<file path="src/rtl/farm_vehicle_detector.sv">
// Farm-road loop sensor conditioning, vehicle queue count, service request FSM and wait timeout.
// Optional stuck-sensor detection is compiled in with FARM_SENSOR_FAULT_EN.
module farm_vehicle_detector #(
    parameter int DEBOUNCE_CYCLES = 4,
    parameter int COUNT_W         = 4,
    parameter int MAX_WAIT        = 20,
    parameter int STUCK_CYCLES    = 64
) (
    input  logic               clk,
    input  logic               reset,
    input  logic               sensor_raw,
    input  logic               farm_green,
    output logic               farm_request,
    output logic [COUNT_W-1:0] vehicle_count,
    output logic               wait_timeout,
    output logic               sensor_fault
);

    localparam int DEB_W = $clog2(DEBOUNCE_CYCLES + 1);
    localparam int TMR_W = $clog2(MAX_WAIT + 1);
    localparam logic [DEB_W-1:0]   DEB_LAST = DEB_W'(DEBOUNCE_CYCLES - 1);
    localparam logic [TMR_W-1:0]   TMR_MAX  = TMR_W'(MAX_WAIT);
    localparam logic [TMR_W-1:0]   TMR_FIRE = TMR_W'(MAX_WAIT - 1);
    localparam logic [COUNT_W-1:0] CNT_MAX  = '1;

    typedef enum logic [1:0] {
        S_IDLE,
        S_PENDING,
        S_GRANTED
    } state_t;

    state_t             r_state;
    state_t             w_state_nxt;
    logic               r_sync1;
    logic               r_sync_q;
    logic               r_deb;
    logic               r_deb_d;
    logic [DEB_W-1:0]   r_deb_cnt;
    logic [COUNT_W-1:0] r_count;
    logic [TMR_W-1:0]   r_wait_timer;
    logic               w_arrival;
    logic               w_departure;
    logic               w_fsm_request;

    always_ff @(posedge clk or posedge reset) begin
        if (reset) begin
            r_sync1   <= 1'b0;
            r_sync_q  <= 1'b0;
            r_deb     <= 1'b0;
            r_deb_d   <= 1'b0;
            r_deb_cnt <= '0;
        end else begin
            r_sync1  <= sensor_raw;
            r_sync_q <= r_sync1;
            r_deb_d  <= r_deb;
            if (r_sync_q == r_deb) begin
                r_deb_cnt <= '0;
            end else if (r_deb_cnt == DEB_LAST) begin
                r_deb     <= r_sync_q;
                r_deb_cnt <= '0;
            end else begin
                r_deb_cnt <= r_deb_cnt + 1'b1;
            end
        end
    end

    // Edges of the debounced level; they cannot coincide since r_deb changes at most once per edge.
    assign w_arrival   = r_deb & ~r_deb_d;
    assign w_departure = ~r_deb & r_deb_d;

    always_ff @(posedge clk or posedge reset) begin
        if (reset) begin
            r_count <= '0;
        end else if (w_arrival) begin
            if (r_count != CNT_MAX) r_count <= r_count + 1'b1;
        end else if (w_departure && farm_green) begin
            if (r_count != '0) r_count <= r_count - 1'b1;
        end
    end

    // Held at zero outside PENDING, so every entry into PENDING starts from zero.
    always_ff @(posedge clk or posedge reset) begin
        if (reset) begin
            r_wait_timer <= '0;
        end else if (r_state != S_PENDING) begin
            r_wait_timer <= '0;
        end else if (r_wait_timer != TMR_MAX) begin
            r_wait_timer <= r_wait_timer + 1'b1;
        end
    end

    always_ff @(posedge clk or posedge reset) begin
        if (reset) r_state <= S_IDLE;
        else       r_state <= w_state_nxt;
    end

    always_comb begin
        w_state_nxt = r_state;
        case (r_state)
            S_IDLE: begin
                if (farm_green)     w_state_nxt = S_GRANTED;
                else if (w_arrival) w_state_nxt = S_PENDING;
            end
            S_PENDING: begin
                if (farm_green) w_state_nxt = S_GRANTED;
            end
            S_GRANTED: begin
                if (!farm_green) w_state_nxt = (r_count != '0) ? S_PENDING : S_IDLE;
            end
            default: w_state_nxt = S_IDLE;
        endcase
    end

    assign w_fsm_request = (r_state == S_PENDING);
    assign wait_timeout  = (r_state == S_PENDING) && (r_wait_timer == TMR_FIRE);
    assign vehicle_count = r_count;

`ifdef FARM_SENSOR_FAULT_EN
    localparam int STK_W = $clog2(STUCK_CYCLES + 1);
    localparam logic [STK_W-1:0] STK_MAX  = STK_W'(STUCK_CYCLES);
    localparam logic [STK_W-1:0] STK_LAST = STK_W'(STUCK_CYCLES - 1);

    logic [STK_W-1:0] r_stuck_cnt;
    logic             r_fault;

    always_ff @(posedge clk or posedge reset) begin
        if (reset) begin
            r_stuck_cnt <= '0;
            r_fault     <= 1'b0;
        end else begin
            if (!r_deb)                       r_stuck_cnt <= '0;
            else if (r_stuck_cnt != STK_MAX)  r_stuck_cnt <= r_stuck_cnt + 1'b1;
            if (r_deb && r_stuck_cnt == STK_LAST) r_fault <= 1'b1;
        end
    end

    // A stuck loop forces the farm road to keep being served.
    assign sensor_fault = r_fault;
    assign farm_request = w_fsm_request | r_fault;
`else
    logic w_unused_stuck;
    assign w_unused_stuck = (STUCK_CYCLES > 0);
    assign sensor_fault   = 1'b0;
    assign farm_request   = w_fsm_request;
`endif

endmodule

</file>
<file path="config.mk">
export PLATFORM = sky130hd
export DESIGN_NAME = farm_vehicle_detector
export DESIGN_NICKNAME = d
export VERILOG_FILES = /design/src/rtl/farm_vehicle_detector.sv
export SDC_FILE = /design/constraint.sdc
export NUM_CORES = 1
export LEC_CHECK = 0
export CAP_MARGIN = 20
export CELL_PAD_IN_SITES_DETAIL_PLACEMENT = 0
export CELL_PAD_IN_SITES_GLOBAL_PLACEMENT = 2
export CORE_MARGIN = 1.5
export CORE_UTILIZATION = 31
export CTS_CLUSTER_SIZE = 20
export DETAILED_ROUTE_END_ITERATION = 7
export GPL_TIMING_DRIVEN = 0
export PLACE_DENSITY = 0.79
export SETUP_SLACK_MARGIN = 0.15
export SYNTH_ARGS = -nofsm -noshare
export SYNTH_HDL_FRONTEND = slang
export SYNTH_SLANG_ARGS = --single-unit
</file>
<file path="constraint.sdc">
create_clock -name clk -period 1.83 [get_ports clk]
set_clock_uncertainty 0.2 [all_clocks]
set_input_delay 0.4575 -clock clk [delete_from_list [all_inputs] [get_ports clk]]
set_output_delay 0.4575 -clock clk [all_outputs]
set_load 0.02 [all_outputs]
</file>
==> results of run 1 <==
-- layout make-up --
| type | instances | share of cell area, % |
|---|---|---|
| inverter | 5 | 1.58 |
| tap | 31 | 2.87 |
| sequential | 18 | 33.8 |
| buffer | 2 | 1.39 |
| clock buffer | 4 | 2.69 |
| multi-input combinational | 52 | 37.5 |
| timing repair buffer | 34 | 20.1 |
-- metrics by stage --
stage / util, % / total power [mW] / setup WS, ns / std cells
6_report: 49.4 / 2.15 / -0.0204 / 146
5_1_grt: 49.4 / 2.30 / -0.144 / 146
4_1_cts: 44.2 / 1.88 / -0.0680 / 137
3_5_place_dp: 38.2 / 1.41 / -0.240 / 117
3_3_place_gp: 38.2 / 1.39 / -0.228 / 117
2_1_floorplan: - / 1.20 / -0.0456 / 77
-- cell families (layout without fill, tap and decap cells) --
group / after synthesis / in the layout / synth area share, %
simple gates: 23 / 23 / 15.7
buf+inv: 7 / 45 / 4.25
xor+xnor: 8 / 8 / 7.93
fa+ha+maj: 5 / 5 / 7.08
compound gates: 12 / 12 / 9.77
flops: 18 / 18 / 51.0
other cells: 1 / 1 / 0.425
mux: 3 / 3 / 3.82
-- timing repair --
item / in CTS / in global routing
hold endpoints to repair: 0 / 0
endpoints found under the setup margin: 9 / 9
gates resized for setup: 32 / 21
pin swaps: 3 / 9
buffers inserted: 16 / 9
-- flip-flops by register name, indices dropped and copies added, names as in the netlist --
register	flops
r_sync_q	1
r_state	2
r_wait_timer	5
r_deb	1
r_deb_d	1
vehicle_count	4
r_deb_cnt	3
r_sync1	1
-- cells in the mapped netlist, types with 2 or more instances --
library cell | count | area (um2)
sky130_fd_sc_hd__dfrtp_1 | 18 | 450
sky130_fd_sc_hd__nor2_1 | 7 | 26.3
sky130_fd_sc_hd__ha_1 | 5 | 62.6
sky130_fd_sc_hd__inv_1 | 5 | 18.8
sky130_fd_sc_hd__a21oi_1 | 4 | 20.0
sky130_fd_sc_hd__xnor2_1 | 4 | 35.0
sky130_fd_sc_hd__xor2_1 | 4 | 35.0
sky130_fd_sc_hd__mux2_1 | 2 | 22.5
sky130_fd_sc_hd__nand2b_1 | 2 | 12.5
sky130_fd_sc_hd__nand4bb_1 | 2 | 22.5
sky130_fd_sc_hd__nor2b_1 | 2 | 12.5
sky130_fd_sc_hd__nor4_1 | 2 | 12.5
sky130_fd_sc_hd__o21a_1 | 2 | 15.0
-- worst max path at each step --
stage	start	to
6_report	r_deb_d	vehicle_count[2]
5_1_grt	r_wait_timer[1]	wait_timeout
4_1_cts	r_deb_d	vehicle_count[3]
3_5_place_dp	r_wait_timer[0]	wait_timeout
3_3_place_gp	r_wait_timer[0]	wait_timeout
2_1_floorplan	r_deb_d	vehicle_count[3]
-- routing by layer --
metal  GRT usage [%]  vias up  wire length [um]
li1                -      343                 -
met1            14.0      341               781
met2            20.3        8               999
met3            2.07        2                33
met4            5.10        0                29
met5               0        -                 0
-- worst reg2reg max path, stage by stage (launching register included) --
cell	delay, ns
sky130_fd_sc_hd__dfrtp_1	0.39
sky130_fd_sc_hd__nand2b_4	0.14
sky130_fd_sc_hd__buf_6	0.12
sky130_fd_sc_hd__buf_6	0.12
sky130_fd_sc_hd__xor2_1	0.14
sky130_fd_sc_hd__ha_2	0.19
sky130_fd_sc_hd__a21oi_2	0.11
sky130_fd_sc_hd__xnor2_1	0.09
sky130_fd_sc_hd__mux2_4	0.26
-- report_power, final --
part           leakage, nW  switching (mW)  internal (mW)
sequential           0.222           0.115          0.514
clock               0.0210           0.131          0.121
combinational        0.362           0.518          0.747
total                0.604           0.764           1.38
==> flow_summary.html, run 1 <==
<table>
<tr><th>Metric</th><th>Value</th></tr>
<tr><th colspan="2">Status</th></tr>
<tr><td>Result of the run</td><td>complete, but fails checks</td></tr>
<tr><td>Violations in the final reports</td><td>setup timing</td></tr>
<tr><th colspan="2">Synth</th></tr>
<tr><td>Post-Synthesis Cells</td><td>77</td></tr>
<tr><td>Count of different cell masters after synthesis</td><td>31</td></tr>
<tr><td>Synthesis Warnings</td><td>0</td></tr>
<tr><td>Netlist area before placement</td><td>883 um2</td></tr>
<tr><td>Portion of the post-synthesis area used by sequential elements</td><td>51.0%</td></tr>
<tr><td>Syn nets</td><td>86</td></tr>
<tr><td>Dominant synthesized flop cell</td><td>sky130_fd_sc_hd__dfrtp_1</td></tr>
<tr><td>Post-synthesis async set-or-reset flop share</td><td>100%</td></tr>
<tr><td>Number of enable flip-flop cells after synthesis</td><td>0</td></tr>
<tr><td>Number of synthesized register bits</td><td>18</td></tr>
<tr><td>Mean post-synth cell area</td><td>11.5 um2</td></tr>
<tr><th colspan="2">Hold path</th></tr>
<tr><td>Worst min path class</td><td>flip-flop to flip-flop</td></tr>
<tr><td>Launch point of the worst hold path</td><td>r_sync1</td></tr>
<tr><td>Hold Crit Endpoint</td><td>r_sync_q</td></tr>
<tr><td>Hold Path Cell Cnt</td><td>0</td></tr>
<tr><th colspan="2">Worst setup path</th></tr>
<tr><td>Reg-to-reg startpoint</td><td>r_deb_d</td></tr>
<tr><td>Chain of cells forming the critical path</td><td>nand2b_4 &gt; buf_6 &gt; buf_6 &gt; xor2_1 &gt; ha_2 &gt; a21oi_2 &gt; xnor2_1 &gt; mux2_4</td></tr>
<tr><td>Number of buffer and inverter instances along the worst setup path</td><td>2</td></tr>
<tr><td>Cell occurring most often along the worst timing path</td><td>sky130_fd_sc_hd__buf_6</td></tr>
<tr><td>Slowest stage cell on the critical path</td><td>sky130_fd_sc_hd__dfrtp_1</td></tr>
<tr><td>Startpoint Class</td><td>flip-flop</td></tr>
<tr><td>Critical path fanouts, max</td><td>4</td></tr>
<tr><td>Worst path required time</td><td>1.83 ns</td></tr>
<tr><td>Critical Path AT</td><td>1.85 ns</td></tr>
<tr><td>Critical Setup Path Class</td><td>flip-flop to flip-flop</td></tr>
<tr><td>Number of cells on the critical path</td><td>8</td></tr>
<tr><td>Endpoint kind of the worst setup timing path</td><td>flip-flop</td></tr>
<tr><td>Family of cells with the greatest summed delay on the critical path</td><td>flip-flops</td></tr>
<tr><td>Delay of the slowest cell on the worst path</td><td>0.39 ns</td></tr>
<tr><td>Register-to-register setup slack</td><td>-0.02 ns</td></tr>
<tr><td>Number of cells traversed by the worst register-to-register path</td><td>8</td></tr>
<tr><td>FF-to-FF End</td><td>vehicle_count[2]</td></tr>
<tr><th colspan="2">Global routing</th></tr>
<tr><td>Initial antenna violation count</td><td>0</td></tr>
<tr><td>GRT Resource Usage Total</td><td>11.7%</td></tr>
<tr><td>Largest net degree at the start of global routing</td><td>19</td></tr>
<tr><td>GR Overflow Total</td><td>0</td></tr>
<tr><td>Via count of the first global-routing pass</td><td>678</td></tr>
<tr><td>Wire length of the first global-routing pass</td><td>2880 um</td></tr>
<tr><th colspan="2">Placed design</th></tr>
<tr><td>Number of I/O port buffers</td><td>9</td></tr>
<tr><td>Final estimated routing congestion in global placement</td><td>0.744</td></tr>
<tr><td>Placement-stage cell area</td><td>1040 um2</td></tr>
<tr><td>Detailed placer's ending HPWL</td><td>1030 um</td></tr>
<tr><th colspan="2">STA</th></tr>
<tr><td>Worst hold slack</td><td>0.170 ns</td></tr>
<tr><td>Fin worst setup slack</td><td>-0.0204 ns</td></tr>
<tr><td>Fraction of the cycle the final worst path needs</td><td>101%</td></tr>
<tr><td>Final count of pins violating max slew</td><td>0</td></tr>
<tr><td>Worst rel slew slack</td><td>54.1%</td></tr>
<tr><td>Achievable frequency</td><td>0.540 GHz</td></tr>
<tr><td>Final sum of negative setup slack</td><td>-0.0506 ns</td></tr>
<tr><td>Slew at the pin closest to its max-slew limit</td><td>0.688 ns</td></tr>
<tr><td>Total setup violations reported at the end of the flow</td><td>3</td></tr>
<tr><td>RSZ-0062 raised after global routing</td><td>true</td></tr>
<tr><td>Post-route minimum period</td><td>1.85 ns</td></tr>
<tr><td>Final Hold Fails</td><td>0</td></tr>
<tr><th colspan="2">Finish</th></tr>
<tr><td>Most used cells in the layout excluding fill and tap cells</td><td>sky130_fd_sc_hd__buf_4 (23), sky130_fd_sc_hd__dfrtp_1 (13), sky130_fd_sc_hd__nor2_1 (6), sky130_fd_sc_hd__buf_6 (6), sky130_fd_sc_hd__dfrtp_2 (5)</td></tr>
<tr><td>Post-Layout Inst Area</td><td>1350 um2</td></tr>
<tr><td>Commonest non-fill, non-tap cell in the layout</td><td>sky130_fd_sc_hd__buf_4</td></tr>
<tr><td>Synth-to-layout area growth</td><td>52.8%</td></tr>
<tr><td>Register Area</td><td>457 um2</td></tr>
<tr><td>Multi-input combinational cell area</td><td>507 um2</td></tr>
<tr><td>Total Nets Final</td><td>125</td></tr>
<tr><td>Fillers</td><td>256</td></tr>
<tr><td>Ratio of cells with drive above 1 in the final layout</td><td>54.8%</td></tr>
<tr><td>Diode insertion count for antenna repair</td><td>0</td></tr>
<tr><th colspan="2">Detailed routing</th></tr>
<tr><td>Post-DRT Antenna Nets</td><td>0</td></tr>
<tr><td>Initial detailed-routing violation count</td><td>29</td></tr>
<tr><td>Routed wire per std cell</td><td>12.6 um</td></tr>
<tr><td>Post-route DRC violation count</td><td>0</td></tr>
<tr><td>Detailed-router iteration count before antenna repair</td><td>4</td></tr>
<tr><td>Total wire length after detailed routing</td><td>1840 um</td></tr>
<tr><td>Drt via density</td><td>4.75</td></tr>
<tr><td>Routed vias</td><td>694</td></tr>
<tr><th colspan="2">CTS</th></tr>
<tr><td>H-tree levels</td><td>1</td></tr>
<tr><td>CTS buffer count</td><td>3</td></tr>
<tr><td>Clock insertion delay at the later pin of the skew report</td><td>0.30 ns</td></tr>
<tr><td>Cts-stage hold buffer count</td><td>0</td></tr>
<tr><td>TritonCTS clock tree</td><td>yes</td></tr>
<tr><td>Num Clock Sinks</td><td>18</td></tr>
<tr><td>Clock Tree Root</td><td>sky130_fd_sc_hd__clkbuf_4</td></tr>
<tr><td>Max clock buf depth</td><td>2</td></tr>
<tr><td>Clock input transition at the sequential cells of the worst setup and hold paths</td><td>0.11 ns</td></tr>
<tr><th colspan="2">Die</th></tr>
<tr><td>Floorplan Core Area</td><td>2730 um2</td></tr>
<tr><td>Full die area</td><td>3180 um2</td></tr>
<tr><td>Initial core utilization</td><td>32.3%</td></tr>
<tr><td>Std cell rows</td><td>19</td></tr>
<tr><td>DIE WIDTH</td><td>56.4 um</td></tr>
<tr><td>Die Height</td><td>56.4 um</td></tr>
<tr><td>I/O pin count</td><td>11</td></tr>
<tr><th colspan="2">Power and ir drop</th></tr>
<tr><td>Pleak</td><td>0.604 nW</td></tr>
<tr><td>Power density relative to cell area</td><td>1590 nW/um2</td></tr>
<tr><td>Worst supply voltage drop on vdd</td><td>0.00141 V</td></tr>
<tr><th colspan="2">Job</th></tr>
<tr><td>Maximum Capacitance Violations</td><td>0</td></tr>
</table>
Note: power is estimated with default switching activity, not from simulation.
==> inputs of run 2 (changes only) <==
CTS_BUF_LIST = sky130_fd_sc_hd__clkbuf_16   (was default)
HOLD_SLACK_MARGIN = 0.12   (was default)
==> run 2 against run 1 <==
- the flow still finishes with violations (setup timing)
- via count down 8.6%
- first-iteration DRC count unchanged
- cell count down 8.2%
- worst hold slack worse by 0.0067 ns
- final area down 5.6%
- non-clock buffer count down 12
- sequential share of layout area up 1.9 points
- die area unchanged
- critical path depth down 1
==> flow_summary.html, run 2 (synthesis results as in run 1) <==
<table>
<tr><th>Metric</th><th>Value</th></tr>
<tr><th colspan="2">CTS</th></tr>
<tr><td>CTS buffer count</td><td>3</td></tr>
<tr><td>H-tree levels</td><td>1</td></tr>
<tr><td>Clock insertion delay at the later pin of the skew report</td><td>0.24 ns</td></tr>
<tr><td>Clock input transition at the sequential cells of the worst setup and hold paths</td><td>0.05 ns</td></tr>
<tr><td>Num Clock Sinks</td><td>18</td></tr>
<tr><td>Clock Tree Root</td><td>sky130_fd_sc_hd__clkbuf_16</td></tr>
<tr><td>Max clock buf depth</td><td>2</td></tr>
<tr><td>TritonCTS clock tree</td><td>yes</td></tr>
<tr><td>Cts-stage hold buffer count</td><td>0</td></tr>
<tr><th colspan="2">Worst setup path</th></tr>
<tr><td>Critical Path AT</td><td>1.86 ns</td></tr>
<tr><td>Endpoint kind of the worst setup timing path</td><td>flip-flop</td></tr>
<tr><td>Number of cells traversed by the worst register-to-register path</td><td>7</td></tr>
<tr><td>Register-to-register setup slack</td><td>-0.05 ns</td></tr>
<tr><td>Delay of the slowest cell on the worst path</td><td>0.37 ns</td></tr>
<tr><td>Slowest stage cell on the critical path</td><td>sky130_fd_sc_hd__dfrtp_1</td></tr>
<tr><td>Startpoint Class</td><td>flip-flop</td></tr>
<tr><td>Chain of cells forming the critical path</td><td>nand2b_4 &gt; buf_6 &gt; ha_4 &gt; and3_4 &gt; or3_1 &gt; a31o_1 &gt; a21oi_2</td></tr>
<tr><td>Critical path fanouts, max</td><td>2</td></tr>
<tr><td>Reg-to-reg startpoint</td><td>r_deb_d</td></tr>
<tr><td>Critical Setup Path Class</td><td>flip-flop to flip-flop</td></tr>
<tr><td>FF-to-FF End</td><td>vehicle_count[3]</td></tr>
<tr><td>Worst path required time</td><td>1.81 ns</td></tr>
<tr><th colspan="2">Power and ir drop</th></tr>
<tr><td>Overall power consumption</td><td>2.07 mW</td></tr>
<tr><td>Power density relative to cell area</td><td>1630 nW/um2</td></tr>
<tr><td>Pleak</td><td>0.554 nW</td></tr>
<tr><td>Worst supply voltage drop on vdd</td><td>0.00133 V</td></tr>
<tr><th colspan="2">Detailed routing</th></tr>
<tr><td>Detailed-router iteration count before antenna repair</td><td>2</td></tr>
<tr><td>Drt via density</td><td>4.73</td></tr>
<tr><td>Routed wire per std cell</td><td>11.8 um</td></tr>
<tr><td>Post-DRT Antenna Nets</td><td>0</td></tr>
<tr><td>Routed vias</td><td>634</td></tr>
<tr><td>Initial detailed-routing violation count</td><td>29</td></tr>
<tr><td>Total wire length after detailed routing</td><td>1590 um</td></tr>
<tr><td>Post-route DRC violation count</td><td>0</td></tr>
<tr><th colspan="2">Finish</th></tr>
<tr><td>Ratio of cells with drive above 1 in the final layout</td><td>41.7%</td></tr>
<tr><td>Post-Layout Inst Area</td><td>1270 um2</td></tr>
<tr><td>Fin cells</td><td>134</td></tr>
<tr><td>Max FFs per register</td><td>5</td></tr>
<tr><td>Most used cells in the layout excluding fill and tap cells</td><td>sky130_fd_sc_hd__buf_4 (16), sky130_fd_sc_hd__dfrtp_1 (14), sky130_fd_sc_hd__nor2_1 (7)</td></tr>
<tr><td>Synth-to-layout area growth</td><td>44.3%</td></tr>
<tr><td>Commonest non-fill, non-tap cell in the layout</td><td>sky130_fd_sc_hd__buf_4</td></tr>
<tr><td>Diode insertion count for antenna repair</td><td>0</td></tr>
<tr><td>Most flops, register</td><td>r_wait_timer</td></tr>
<tr><td>Finished Core Util</td><td>46.6%</td></tr>
<tr><td>Total Nets Final</td><td>113</td></tr>
<tr><th colspan="2">Status</th></tr>
<tr><td>Violations in the final reports</td><td>setup timing</td></tr>
<tr><td>Result of the run</td><td>complete, but fails checks</td></tr>
<tr><th colspan="2">Die</th></tr>
<tr><td>DIE WIDTH</td><td>56.4 um</td></tr>
<tr><td>Std cell rows</td><td>19</td></tr>
<tr><td>Floorplan Core Area</td><td>2730 um2</td></tr>
<tr><td>I/O pin count</td><td>11</td></tr>
<tr><td>Die Height</td><td>56.4 um</td></tr>
<tr><td>Full die area</td><td>3180 um2</td></tr>
<tr><td>Initial core utilization</td><td>32.3%</td></tr>
<tr><th colspan="2">STA</th></tr>
<tr><td>Total setup violations reported at the end of the flow</td><td>2</td></tr>
<tr><td>Post-route minimum period</td><td>1.88 ns</td></tr>
<tr><td>Fraction of the cycle the final worst path needs</td><td>103%</td></tr>
<tr><td>RSZ-0062 raised after global routing</td><td>true</td></tr>
<tr><td>Slew at the pin closest to its max-slew limit</td><td>0.674 ns</td></tr>
<tr><td>Achievable frequency</td><td>0.532 GHz</td></tr>
<tr><td>Final Hold Fails</td><td>0</td></tr>
<tr><td>Fin worst setup slack</td><td>-0.0509 ns</td></tr>
<tr><td>Final count of pins violating max slew</td><td>0</td></tr>
<tr><td>Worst rel slew slack</td><td>55.0%</td></tr>
<tr><th colspan="2">Global routing</th></tr>
<tr><td>GRT Resource Usage Total</td><td>11.1%</td></tr>
<tr><td>Via count of the first global-routing pass</td><td>624</td></tr>
<tr><td>GR Overflow Total</td><td>0</td></tr>
<tr><td>Wire length of the first global-routing pass</td><td>2730 um</td></tr>
<tr><td>Largest net degree at the start of global routing</td><td>19</td></tr>
<tr><td>Initial antenna violation count</td><td>0</td></tr>
<tr><th colspan="2">Placed design</th></tr>
<tr><td>Number of I/O port buffers</td><td>9</td></tr>
<tr><td>Final estimated routing congestion in global placement</td><td>0.744</td></tr>
<tr><td>Cell Count Post-Placement</td><td>117</td></tr>
<tr><td>Detailed placer's ending HPWL</td><td>1030 um</td></tr>
<tr><td>Placement-stage cell area</td><td>1040 um2</td></tr>
<tr><td>Worst slack after detailed placement</td><td>-0.240 ns</td></tr>
<tr><th colspan="2">Job</th></tr>
<tr><td>Maximum Capacitance Violations</td><td>0</td></tr>
<tr><th colspan="2">Hold path</th></tr>
<tr><td>Hold Crit Endpoint</td><td>r_sync_q</td></tr>
<tr><td>Worst min path class</td><td>flip-flop to flip-flop</td></tr>
<tr><td>Hold Path Cell Cnt</td><td>0</td></tr>
<tr><td>Launch point of the worst hold path</td><td>r_sync1</td></tr>
</table>
==> run 2: cell count changes in the layout (fill, tap and decap cells not counted), moves of 2 or more <==
cell                        change
sky130_fd_sc_hd__buf_4          -7
sky130_fd_sc_hd__buf_6          -5
sky130_fd_sc_hd__clkbuf_16      +3
sky130_fd_sc_hd__clkbuf_4       -3
sky130_fd_sc_hd__inv_1          +2
==> run 2: how the worst max path moves through the flow <==
stage	start	end	cells past startpoint
6_report	r_deb_d	vehicle_count[3]	7
5_1_grt	r_deb_d	vehicle_count[3]	7
4_1_cts	r_deb_d	vehicle_count[3]	7
3_5_place_dp	r_wait_timer[0]	wait_timeout	4
3_3_place_gp	r_wait_timer[0]	wait_timeout	4
2_1_floorplan	r_deb_d	vehicle_count[3]	7
==> run 2: routing by layer <==
metal	wire [um]	up-vias	GRT usage (%)
li1	-	320	-
met1	750	304	13.9
met2	777	8	18.3
met3	41	2	2.76
met4	17	0	4.08
met5	0	-	0
==> run 2: final cells by class <==
cell class,instances,area (um2)
Buffer,2,18.8
Clock buffer,3,75.1
Clock inverter,1,3.75
Fill cell,259,1460
Inverter,5,18.8
Multi-Input combinational cell,52,492
Sequential cell,18,455
Tap cell,31,38.8
Timing Repair Buffer,22,173
==> run 2: repair_timing <==
action	in CTS	in global routing
endpoints found under the hold margin	0	0
endpoints found under the setup margin	9	9
setup buffers	7	6
pin swaps	3	5
resized for setup	27	9
==> run 2: power breakdown <==
part | switching, mW | internal, mW
clock | 0.140 | 0.290
combinational | 0.403 | 0.566
sequential | 0.161 | 0.513
==> run 2: metrics by stage <==
step | TNS (ns) | hold slack (ns)
after detailed placement | -0.710 | 0.147
after CTS | -0.122 | 0.174
final | -0.0718 | 0.164
after global routing | -0.263 | 0.179
after global placement | -0.712 | 0.133
after floorplan | -0.0456 | 0.131
==> run 2: critical path: cells and delay by family, from the launching register on <==
family / cells / cell delay (ns)
and+or+nand+nor: 3 / 0.61
DFF: 1 / 0.37
AOI/OAI and AO/OA: 2 / 0.33
adders and majority gates: 1 / 0.20
buffers and inverters: 1 / 0.11
